<file path="src/rtl/relu_fix.sv">
// Combinational fixed-point ReLU: negative words clamp to zero, others pass through.
module relu_fix #(
  parameter int WIDTH = 16
) (
  input  logic [WIDTH-1:0] din,
  output logic [WIDTH-1:0] dout
);

  assign dout = din[WIDTH-1] ? '0 : din;

endmodule

</file>
<file path="src/rtl/relu_layer_seq.sv">
// Streams one layer of accumulator words through ReLU (or bypass) into the activation
// memory, using a 2-entry skid FIFO so back-pressure never drops a read response.
module relu_layer_seq #(
  parameter int WIDTH  = 16,
  parameter int ADDR_W = 10,
  parameter int DEPTH  = 2
) (
  input  logic              clk,
  input  logic              rst_n,
  input  logic              start,
  input  logic              abort,
  input  logic [ADDR_W-1:0] n_neurons,
  input  logic              bypass,
  output logic              busy,
  output logic              done,
  output logic [ADDR_W-1:0] neg_count,
  output logic              rd_en,
  output logic [ADDR_W-1:0] rd_addr,
  input  logic [WIDTH-1:0]  rd_data,
  output logic              wr_valid,
  input  logic              wr_ready,
  output logic [ADDR_W-1:0] wr_addr,
  output logic [WIDTH-1:0]  wr_data
);

  typedef enum logic [1:0] {IDLE, RUN, DONE} state_t;

  localparam logic [2:0] FIFO_SLOTS = 3'(DEPTH);

  state_t            state;
  logic [ADDR_W-1:0] n_lat;
  logic              bypass_lat;
  logic [ADDR_W-1:0] rd_idx;
  logic              inflight;
  logic [ADDR_W-1:0] inflight_idx;

  logic [WIDTH-1:0]  fifo_data [DEPTH];
  logic [ADDR_W-1:0] fifo_addr [DEPTH];
  logic              head;
  logic              tail;
  logic [1:0]        fifo_cnt;

  logic              pop;
  logic [2:0]        occ;
  logic [WIDTH-1:0]  relu_out;
  logic [WIDTH-1:0]  push_data;

  relu_fix #(.WIDTH(WIDTH)) u_relu (
    .din  (rd_data),
    .dout (relu_out)
  );

  assign push_data = bypass_lat ? rd_data : relu_out;
  assign pop       = wr_valid && wr_ready;

  // Slots committed after this edge: buffered + the read already on the bus - the one leaving.
  assign occ   = {1'b0, fifo_cnt} + {2'b00, inflight} - {2'b00, pop};
  assign rd_en = (state == RUN) && !abort && (rd_idx < n_lat) && (occ < FIFO_SLOTS);

  assign rd_addr  = rd_idx;
  assign wr_valid = (fifo_cnt != 2'd0);
  assign wr_data  = fifo_data[head];
  assign wr_addr  = fifo_addr[head];
  assign busy     = (state == RUN);
  assign done     = (state == DONE);

  always_ff @(posedge clk or negedge rst_n) begin
    if (!rst_n) begin
      state        <= IDLE;
      n_lat        <= '0;
      bypass_lat   <= 1'b0;
      rd_idx       <= '0;
      inflight     <= 1'b0;
      inflight_idx <= '0;
      head         <= 1'b0;
      tail         <= 1'b0;
      fifo_cnt     <= 2'd0;
      neg_count    <= '0;
      for (int i = 0; i < DEPTH; i++) begin
        fifo_data[i] <= '0;
        fifo_addr[i] <= '0;
      end
    end else begin
      case (state)
        IDLE: begin
          if (start) begin
            n_lat      <= n_neurons;
            bypass_lat <= bypass;
            neg_count  <= '0;
            rd_idx     <= '0;
            state      <= (n_neurons == '0) ? DONE : RUN;
          end
        end
        RUN: begin
          if (abort) begin
            // The read already issued is simply never pushed.
            state    <= IDLE;
            inflight <= 1'b0;
            fifo_cnt <= 2'd0;
            head     <= 1'b0;
            tail     <= 1'b0;
          end else begin
            inflight     <= rd_en;
            inflight_idx <= rd_idx;
            if (rd_en) rd_idx <= rd_idx + 1'b1;
            if (inflight) begin
              fifo_data[tail] <= push_data;
              fifo_addr[tail] <= inflight_idx;
              tail            <= ~tail;
              if (rd_data[WIDTH-1]) neg_count <= neg_count + 1'b1;
            end
            if (pop) head <= ~head;
            fifo_cnt <= fifo_cnt + {1'b0, inflight} - {1'b0, pop};
            if (pop && (wr_addr == n_lat - 1'b1)) state <= DONE;
          end
        end
        DONE:    state <= IDLE;
        default: state <= IDLE;
      endcase
    end
  end

endmodule
</file>
<file path="config.mk">
export PLATFORM = sky130hd
export DESIGN_NAME = relu_layer_seq
export DESIGN_NICKNAME = d
export VERILOG_FILES = /design/src/rtl/relu_fix.sv /design/src/rtl/relu_layer_seq.sv
export SDC_FILE = /design/constraint.sdc
export NUM_CORES = 1
export LEC_CHECK = 0
export CAP_MARGIN = 0
export CELL_PAD_IN_SITES_DETAIL_PLACEMENT = 1
export CELL_PAD_IN_SITES_GLOBAL_PLACEMENT = 2
export CORE_MARGIN = 3
export CORE_UTILIZATION = 39
export CTS_BUF_LIST = sky130_fd_sc_hd__clkbuf_8
export CTS_CLUSTER_DIAMETER = 60
export DETAILED_ROUTE_END_ITERATION = 8
export PLACE_DENSITY_LB_ADDON = 0.1
export SETUP_SLACK_MARGIN = 0.5
export SYNTH_ARGS = -nofsm -noshare
export SYNTH_HDL_FRONTEND = slang
export SYNTH_HIERARCHICAL = 1
export SYNTH_SLANG_ARGS = --single-unit
</file>
<file path="constraint.sdc">
create_clock -name clk -period 10.1 [get_ports clk]
set_clock_uncertainty 0.15 [all_clocks]
set_input_delay 2.525 -clock clk [delete_from_list [all_inputs] [get_ports clk]]
set_output_delay 2.525 -clock clk [all_outputs]
set_load 0.02 [all_outputs]
</file>
==> results.py <==
metrics = {
    "outcome": {
        "status": "complete, no violations",
    },
    "floorplanning": {
        "die_area_mm2": 0.0148,
        "start_util_pct": 40.7,
        "dieHeight_um": 122,
        "die_width_um": 122,
        "rows": 41,
        "core_area_mm2": 0.0129,
        "pin_count": 82,
    },
    "route": {
        "wl_met3_um": 441,
        "wl_per_cell_um": 18.0,
        "wl_met1_um": 6310,
        "drt_iter0_drc": 152,
        "dr.max_layer_used": "met4",
        "ant_nets": 0,
        "drt_pre_antenna_iters": 4,
        "drc_errors": 0,
        "drt_wl_total_um": 13500,
        "num_vias": 3920,
        "wl_met2_um": 6630,
        "viasPerCell": 5.24,
    },
    "timing": {
        "rsz0062_at_grt": "no",
        "min_period_ps": 8890,
        "fmax_ghz": 0.112,
        "holdWs_ps": 336,
        "relSlewSlack_pct": 25.2,
        "finalMaxSlewViolations": 0,
        "tightest_slew_ps": 1120,
        "fin_crit_sh_pct": 88.0,
        "fin_tns_setup_ps": 0,
        "setup_viol": 0,
        "final_hold_viol_count": 0,
    },
    "placement": {
        "place_congestion": 0.801,
        "dp_hpwl_um": 9480,
        "place_inst": 733,
        "portBuffers": 81,
    },
    "logic_synthesis": {
        "synthArstFlopShare_pct": 100,
        "ys_types": 50,
        "postSynthAreaPerCell_um2": 10.5,
        "synth_fp_nets": 545,
        "ys_seq_area_share_pct": 47.8,
        "synth_top_family_by_area": "multiplexers",
        "yosysWarningCount": 6,
        "syn_area_mm2": 0.00524,
        "ys.flop_type": "dfrtp_1",
        "synth_seq_cells": 100,
        "synth_xor_area_share_pct": 2.84,
        "synth_edf_count": 0,
        "synthAdderAreaFrac_pct": 3.73,
        "synthCells": 498,
        "synthMuxAreaShare_pct": 17.9,
        "synth-compound-area-share_pct": 8.58,
        "synth-simple-area-share_pct": 15.8,
    },
    "layout": {
        "areaGrowthSynthToFinish_pct": 22.3,
        "drive_above_1_share_pct": 16.1,
        "multi_input_comb_area_mm2": 0.00257,
        "filler_cell_count": 1427,
        "seq_area_mm2": 0.00250,
        "fin_cells": 748,
        "nets": 619,
        "antenna_cells": 0,
    },
    "grt": {
        "grt_max_degree": 56,
        "gr-total-overflow": 0,
        "antenna_found_initial": 0,
        "grt_pass1_vias": 4263,
        "grt_pass1_wl_um": 22400,
        "grt.total_usage_pct": 19.3,
    },
    "setup_path": {
        "r2r_cells": 13,
        "critPathSlowestCell": "clkdlybuf4s50_1",
        "critical_path_required_ps": 7430,
        "crit_path_cell_trace": "clkdlybuf4s50_1, nand2_1, inv_1, ha_1, inv_1, ha_1, inv_1, fa_1, inv_1, a2111oi_0, o211ai_1, a21oi_1, clkdlybuf4s50_1",
        "crit_type": "in2out",
        "arrival_ps": 6220,
        "path_max_fanout": 9,
        "crit_top_cell": "inv_1",
        "cp_slowest_stage_delay_ps": 710,
        "crit_path_start_kind": "input port",
        "end_kind": "primary output",
    },
    "job": {
        "cap_violations": 0,
    },
    "clocking": {
        "clk_path_buf_depth": 2,
        "hold_buffers": 0,
        "clock-sinks": 100,
        "cts_setup_buffers": 0,
        "cts_tree": "done",
        "clk_latency_ps": 380,
        "cts_inserted_buffers": 9,
        "clkTransAtPathRegs_ps": 90,
        "cts.repair.resized": 0,
        "cts-root-buf": "clkbuf_8",
        "cts_max_level": 3,
    },
    "pwr": {
        "ir_drop_v": 0.000126,
        "power.leakage_nw": 2.83,
        "p_per_area_mw_per_mm2": 247,
        "total_power_mw": 1.58,
    },
    "worst_hold_path": {
        "hold_path_class": "reg2reg",
        "whs_path_depth": 2,
    },
}
-- worst max-delay path, delay by kind of cell --
family	cells	cell delay, ps
AO/OA/AOI/OAI	3	1340
AND/OR/NAND/NOR	1	70
buffers and inverters	6	1400
adder cells (fa/ha/maj)	3	880
-- cell usage in the layout (no fill, tap or decap), drive strengths merged, types with 8 or more instances in the layout --
cell type / instances
xnor2: 10
dfrtp: 100
mux2: 57
inv: 18
clkbuf: 12
nand2b: 11
nand3: 12
a211oi: 8
clkdlybuf4s50: 80
nor2: 33
mux2i: 29
nand2: 56
nor3: 8
a21oi: 26
o21ai: 32
ha: 14
nor2b: 13
-- state kept, by name (all words and copies together) (netlist names) --
register      count
tail              1
state             2
inflight          1
inflight_idx     10
bypass_lat        1
fifo_cnt          2
neg_count        10
fifo_addr        20
rd_addr          10
fifo_data        32
n_lat            10
head              1
-- power breakdown --
| group | switching, mW | internal [mW] | total [mW] |
|---|---|---|---|
| sequential | 0.113 | 0.507 | 0.621 |
| combinational | 0.365 | 0.321 | 0.686 |
| clock | 0.142 | 0.134 | 0.276 |
| total | 0.620 | 0.962 | 1.58 |
-- stage by stage --
step / setup slack, ps / util, % / cell area [um^2]
finish: 1210 / 49.7 / 6400
global route: 735 / 49.7 / 6400
CTS: 1170 / 49.7 / 6400
detailed placement: 1160 / 48.1 / 6190
global placement: 1280 / 48.1 / 6190
floorplan: 2570 / - / 5240
-- worst paths after layout --
check | from | end | slack, ps
worst max register to register | fifo_cnt[1] | rd_addr[9] | 6170
worst min-delay path | fifo_data[6] | fifo_data[6] | 340
worst max-delay path | wr_ready | rd_en | 1210
worst min register to register | fifo_data[6] | fifo_data[6] | 340
min in group asynchronous | rst_n | fifo_data[9] | 1990
max in group asynchronous | rst_n | fifo_addr[16] | 6660
-- per-layer routing --
metal  up-vias  global-route usage, %
met3         8                   4.64
met5         -                      0
met2        55                   32.4
met1      1989                   25.7
met4         0                   3.50
li1       1868                      -
-- cell type report --
cell class / count / share of cell area [%]
Multi-Input combinational cell: 358 / 40.1
Clock buffer: 12 / 2.58
Sequential cell: 100 / 39.1
Clock inverter: 3 / 0.704
Inverter: 18 / 1.06
Timing Repair Buffer: 85 / 13.1
Tap cell: 172 / 3.36
-- synthesized netlist by cell type (6+ instances only) --
master	number	area share, %
clkbuf_1	16	1.1
xnor2_1	10	1.7
and3_1	6	0.72
nor3_1	7	0.67
mux2i_1	29	5.5
nor2b_2	7	1.2
a211oi_1	8	1.1
nand3_1	12	1.1
nor2_1	33	2.4
o21ai_0	31	3.0
nand2_1	56	4.0
nor2b_1	6	0.72
inv_1	18	1.3
dfrtp_1	100	48
nand2b_1	11	1.3
xor2_1	7	1.2
ha_1	14	3.3
a21oi_1	26	2.5
mux2_2	56	12
-- cells by family (layout without fill, tap and decap cells) --
family	Yosys count	in the layout
buffers and inverters	40	118
AND/OR/NAND/NOR	161	161
AO/OA/AOI/OAI	78	78
adder cells (fa/ha/maj)	15	15
XOR/XNOR	17	17
multiplexers	86	86
flip-flops	100	100
other	1	1
(Power assumes the default switching activity.)
